--- config.mk ---
export PLATFORM = sky130hd
export DESIGN_NAME = jk_sync_counter
export DESIGN_NICKNAME = d
export VERILOG_FILES = /design/src/rtl/jk_counter_pkg.sv /design/src/rtl/jk_cell.sv /design/src/rtl/jk_sync_counter.sv
export SDC_FILE = /design/constraint.sdc
export NUM_CORES = 1
export LEC_CHECK = 0
export CORE_AREA = 2 2 39 41
export DETAILED_ROUTE_END_ITERATION = 8
export DIE_AREA = 0 0 41 43
export PLACE_DENSITY_LB_ADDON = 0.25
export SETUP_SLACK_MARGIN = 0.1
export SYNTH_ARGS = -nofsm -noshare
export SYNTH_HDL_FRONTEND = slang
export SYNTH_SLANG_ARGS = --single-unit
--- constraint.sdc ---
create_clock -name clk -period 1.5 [get_ports clk]
set_clock_uncertainty 0.1 [all_clocks]
set_input_delay 0.375 -clock clk [delete_from_list [all_inputs] [get_ports clk]]
set_output_delay 0.375 -clock clk [all_outputs]
set_load 0.05 [all_outputs]
--- src/rtl/jk_counter_pkg.sv ---
// JK command encodings ({j,k}) and the JK excitation helper shared by the cell and the counter.
package jk_counter_pkg;

   localparam logic [1:0] JK_HOLD   = 2'b00;
   localparam logic [1:0] JK_RESET  = 2'b01;
   localparam logic [1:0] JK_SET    = 2'b10;
   localparam logic [1:0] JK_TOGGLE = 2'b11;

   // d = (j & ~q) | (~k & q), with cmd ordered {j,k}
   function automatic logic jk_next(input logic [1:0] cmd, input logic q);
      return (cmd[1] & ~q) | (~cmd[0] & q);
   endfunction

endpackage

--- src/rtl/jk_cell.sv ---
// One JK storage bit: D flop with async active-low reset, fed by the JK excitation.
module jk_cell
   import jk_counter_pkg::*;
(
   input  logic clk,
   input  logic rst_n,
   input  logic j,
   input  logic k,
   input  logic rst_val,
   output logic q
);

   logic r_q;
   logic w_d;

   assign w_d = jk_next({j, k}, r_q);

   always_ff @(posedge clk or negedge rst_n) begin
      if (!rst_n) begin
         r_q <= rst_val;
      end else begin
         r_q <= w_d;
      end
   end

   assign q = r_q;

endmodule

--- src/rtl/jk_sync_counter.sv ---
// Up/down counter built from a chain of JK cells; define JK_SAT_EN to saturate instead of wrap.
module jk_sync_counter
   import jk_counter_pkg::*;
#(
   parameter int unsigned           WIDTH     = 4,
   parameter logic [WIDTH-1:0]      RESET_VAL = '0
) (
   input  logic             clk,
   input  logic             rst_n,
   input  logic             en,
   input  logic             up,
   input  logic             load,
   input  logic [WIDTH-1:0] load_val,
   output logic [WIDTH-1:0] q,
   output logic             tc,
   output logic             ovf
);

   logic [WIDTH-1:0] w_q;
   logic [WIDTH-1:0] w_up_pre;
   logic [WIDTH-1:0] w_dn_pre;
   logic [WIDTH-1:0] w_j;
   logic [WIDTH-1:0] w_k;
   logic             w_tc;
   logic             w_sat;
   logic             w_count;
   logic             r_ovf;

   // Toggle-chain prefixes: bit i toggles when all lower bits are 1 (up) or 0 (down)
   assign w_up_pre[0] = 1'b1;
   assign w_dn_pre[0] = 1'b1;
   for (genvar i = 1; i < WIDTH; i++) begin : g_pre
      assign w_up_pre[i] = &w_q[i-1:0];
      assign w_dn_pre[i] = ~|w_q[i-1:0];
   end

   assign w_tc = ~load & en & (up ? (&w_q) : (~|w_q));

`ifdef JK_SAT_EN
   assign w_sat = w_tc;
`else
   assign w_sat = 1'b0;
`endif

   assign w_count = ~load & en & ~w_sat;

   always_comb begin
      w_j = '0;
      w_k = '0;
      for (int i = 0; i < WIDTH; i++) begin
         logic [1:0] w_cmd;
         w_cmd = JK_HOLD;
         if (load) begin
            w_cmd = load_val[i] ? JK_SET : JK_RESET;
         end else if (w_count) begin
            w_cmd = (up ? w_up_pre[i] : w_dn_pre[i]) ? JK_TOGGLE : JK_HOLD;
         end
         w_j[i] = w_cmd[1];
         w_k[i] = w_cmd[0];
      end
   end

   for (genvar i = 0; i < WIDTH; i++) begin : g_cell
      jk_cell u_cell (
         .clk     (clk),
         .rst_n   (rst_n),
         .j       (w_j[i]),
         .k       (w_k[i]),
         .rst_val (RESET_VAL[i]),
         .q       (w_q[i])
      );
   end

   always_ff @(posedge clk or negedge rst_n) begin
      if (!rst_n) begin
         r_ovf <= 1'b0;
      end else if (load) begin
         r_ovf <= 1'b0;
      end else if (w_tc) begin
         r_ovf <= 1'b1;
      end
   end

   assign q   = w_q;
   assign tc  = w_tc;
   assign ovf = r_ovf;

endmodule

==> results of run 1 <==
[per-layer routing]
| layer | share of wire (%) | global-route usage [%] | routed length [µm] |
|---|---|---|---|
| met2 | 48 | 15.0 | 402 |
| met4 | 0 | 6.00 | 0 |
| met1 | 45 | 15.5 | 379 |
| met3 | 6.1 | 6.28 | 51 |
| met5 | 0 | 0 | 0 |
[cell families (layout without fill, tap and decap cells)]
kind of cell	after synthesis	after routing	share of synthesized area (%)
AO/OA/AOI/OAI	7	7	13.8
XOR/XNOR	3	3	7.84
buffers and inverters	7	37	12.3
flip-flops	5	5	37.3
multiplexers	2	2	5.97
AND/OR/NAND/NOR	13	13	22.8
[what timing repair did]
| item | in CTS | in global routing |
|---|---|---|
| buffers inserted | 2 | 2 |
| pin swaps | 3 | 0 |
| cloned | 0 | 0 |
| resized for setup | 13 | 2 |
| endpoints found under the setup margin | 9 | 7 |
[power breakdown]
part | internal, mW | switching [mW]
logic | 0.173 | 0.132
clock network | 0.0967 | 0.0601
registers | 0.152 | 0.0207
[cells in the mapped netlist (2+ instances only)]
cell and count:
nand2_1 2, o21ai_0 2, nor2_1 2, buf_4 4
nand3_1 2, inv_1 2, dfrtp_1 5, mux2i_1 2
xnor2_1 2
[per-stage QoR]
step	hold slack (ns)	cell area [µm²]
final	0.256	737
after global routing	0.267	737
after CTS	0.254	717
after detailed placement	0.467	627
after global placement	0.461	627
after floorplan	-0.0206	343
[worst paths after layout]
path	from	to	slack, ns	depth (start not counted)
max in group asynchronous	rst_n	g_cell[1].u_cell.q	0.83	1
hold / removal	rst_n	g_cell[3].u_cell.q	0.26	1
setup / recovery	up	tc	-0.31	5
min in group clk	ovf	ovf	0.47	2
hold reg to reg	ovf	ovf	0.47	2
setup reg to reg	g_cell[1].u_cell.q	g_cell[2].u_cell.q	-0.19	4
[state kept, by name, indices dropped and copies added (netlist names)]
signal	flops
g_cell.u_cell.q	4
ovf	1
[area by class of cell]
| class | instances | area (µm²) |
|---|---|---|
| Fill cell | 122 | 647 |
| Tap cell | 16 | 20.0 |
| Clock inverter | 1 | 5.00 |
| Clock buffer | 3 | 22.5 |
| Sequential cell | 5 | 129 |
| Inverter | 2 | 7.51 |
| Timing Repair Buffer | 31 | 340 |
| Multi-Input combinational cell | 25 | 213 |
==> reports/results.tsv, run 1 <==
stage	metric	value	unit
final_layout	number of diodes	0	
worst_hold_path	worst hold path class	input pin to asynchronous set/reset pin	
final_layout	final core utilization	53.3	%
final_layout	most common cell after layout, fill and taps aside	buf_4	
worst_setup_path	critical path type	input pin to primary output	
synth	area leader, netlist	dfrtp_1	
timing	FMAX	554	MHz
power_and_ir_drop	leak pwr	0.324	nW
timing	Final Critical Period	1.81	ns
cts	clk slew on worst S/H paths	0.05	ns
drt	wire per inst	10.0	µm
timing	Final period util	120	%
worst_setup_path	Startpoint Class	input pin	
final_layout	Final Instance Count excl. Fillers	83	
drt	Starting DRT DRC Count	5	
power_and_ir_drop	Power, Total	635	µW
place	port buffer count	14	
global_routing	first-pass GRT wire length	1.37	mm
synth	ranking of synthesized cells by area	dfrtp_1, buf_4, mux2i_1, xnor2_1, and4_2	
synth	FF+latch count, synth	5	
cts	CTS tree	built	
power_and_ir_drop	PwrDens	861	nW/µm²
worst_setup_path	crit path buf inv count	2	
drt	Routed Antenna Nets	0	
drt	Vias/cell	4.30	
floorplanning	Die Span Y	43	µm
global_routing	Remaining Overflow, GRT	0	
worst_setup_path	family with the most delay on the worst path	buffers and inverters	
floorplanning	Initial Util	24.2	%
synth	fraction of registers with async set/reset	100	%
synth	Synth Flop Type	dfrtp_1	
timing	Worst Max-Slew Pin Slew	0.257	ns
power_and_ir_drop	worst vdd ir	0.414	mV
timing	post-layout worst setup margin	-0.307	ns
flow_run	Max Cap Viol	0	
timing	relative max-transition margin	82.7	%
timing	RSZ-0062 raised after global routing	yes	
worst_setup_path	worst path cell trace	dlygate4sd2_1 -> nor4_4 -> o21ai_4 -> nor2_4 -> buf_12	
synth	sequential element share of the synthesized area	37.3	%
drt	vias	357	
synth	syn nets	46	
cts	Clock Latency Late Sink	0.25	ns
synth	Post-synth EDFFs	0	
timing	Final Hold Viols	0	
cts	number of H-tree levels	1	
status	status	complete, but fails checks	
drt	Residual DRC	0	
timing	Pins Over Slew Limit	0	
synth	Mapped Cells	37	
floorplanning	Die X	41	µm
synth	Synth top area share	37.3	%
global_routing	GRT Util Overall	11.7	%
timing	final setup TNS	-0.582	ns
worst_setup_path	crit path max fanout	5	
worst_setup_path	CP Data Arrival Time	1.33	ns
floorplanning	I/O pin count	15	
drt	Pre-antenna DRT Iters	6	
place	GP Congestion	0.725	
drt	Routed Wire Length	833	µm
worst_setup_path	Max stage delay on crit path	0.32	ns
synth	syn_area_per_cell	9.06	µm²
global_routing	largest net degree at the start of global routing	11	
final_layout	share of layout cells above drive strength 1	53.7	%
floorplanning	num rows	14	
synth	Yosys warning total	0	
final_layout	most frequent cells in the layout	buf_4, clkdlybuf4s50_1, buf_12	
place	post-place setup slack	-0.521	ns
global_routing	number of global-route vias before repair	326	
final_layout	Area Overhead vs Synth	120	%
cts	count of hold-fix buffers inserted at cts	0	
final_layout	Final nets	77	
synth	Distinct cells, synth	23	
floorplanning	full die area	1760	µm²
status	failing checks	negative setup slack	
worst_setup_path	critical path capture point type	primary output	
cts	clk sinks	5	
timing	final setup violation count	4	
floorplanning	core footprint	1380	µm²
worst_setup_path	CP max stage cell	nor4_4	
place	Placed Instances	75	
place	Post-DP HPWL	595	µm
cts	CTS root buf	clkbuf_4	
cts	clk buf depth	2	
worst_setup_path	Data required, critical path	1.02	ns
global_routing	initial antenna violation count	0	
cts	Num CTS Buffers	3	
synth	Post-Syn Area	335	µm²
No activity file was read; power rests on OpenSTA's default activity.
==> run 2: changes to the inputs <==
--- a/config.mk
+++ b/config.mk
@@ -8,6 +8,8 @@
 export CORE_AREA = 2 2 39 41
 export DETAILED_ROUTE_END_ITERATION = 8
 export DIE_AREA = 0 0 41 43
+export GPL_ROUTABILITY_DRIVEN = 0
+export HOLD_SLACK_MARGIN = 0.02
 export PLACE_DENSITY_LB_ADDON = 0.25
 export SETUP_SLACK_MARGIN = 0.1
 export SYNTH_ARGS = -nofsm -noshare
==> results of run 2 <==
No change in the layout: final DEF, timing and power equal those of run 1.
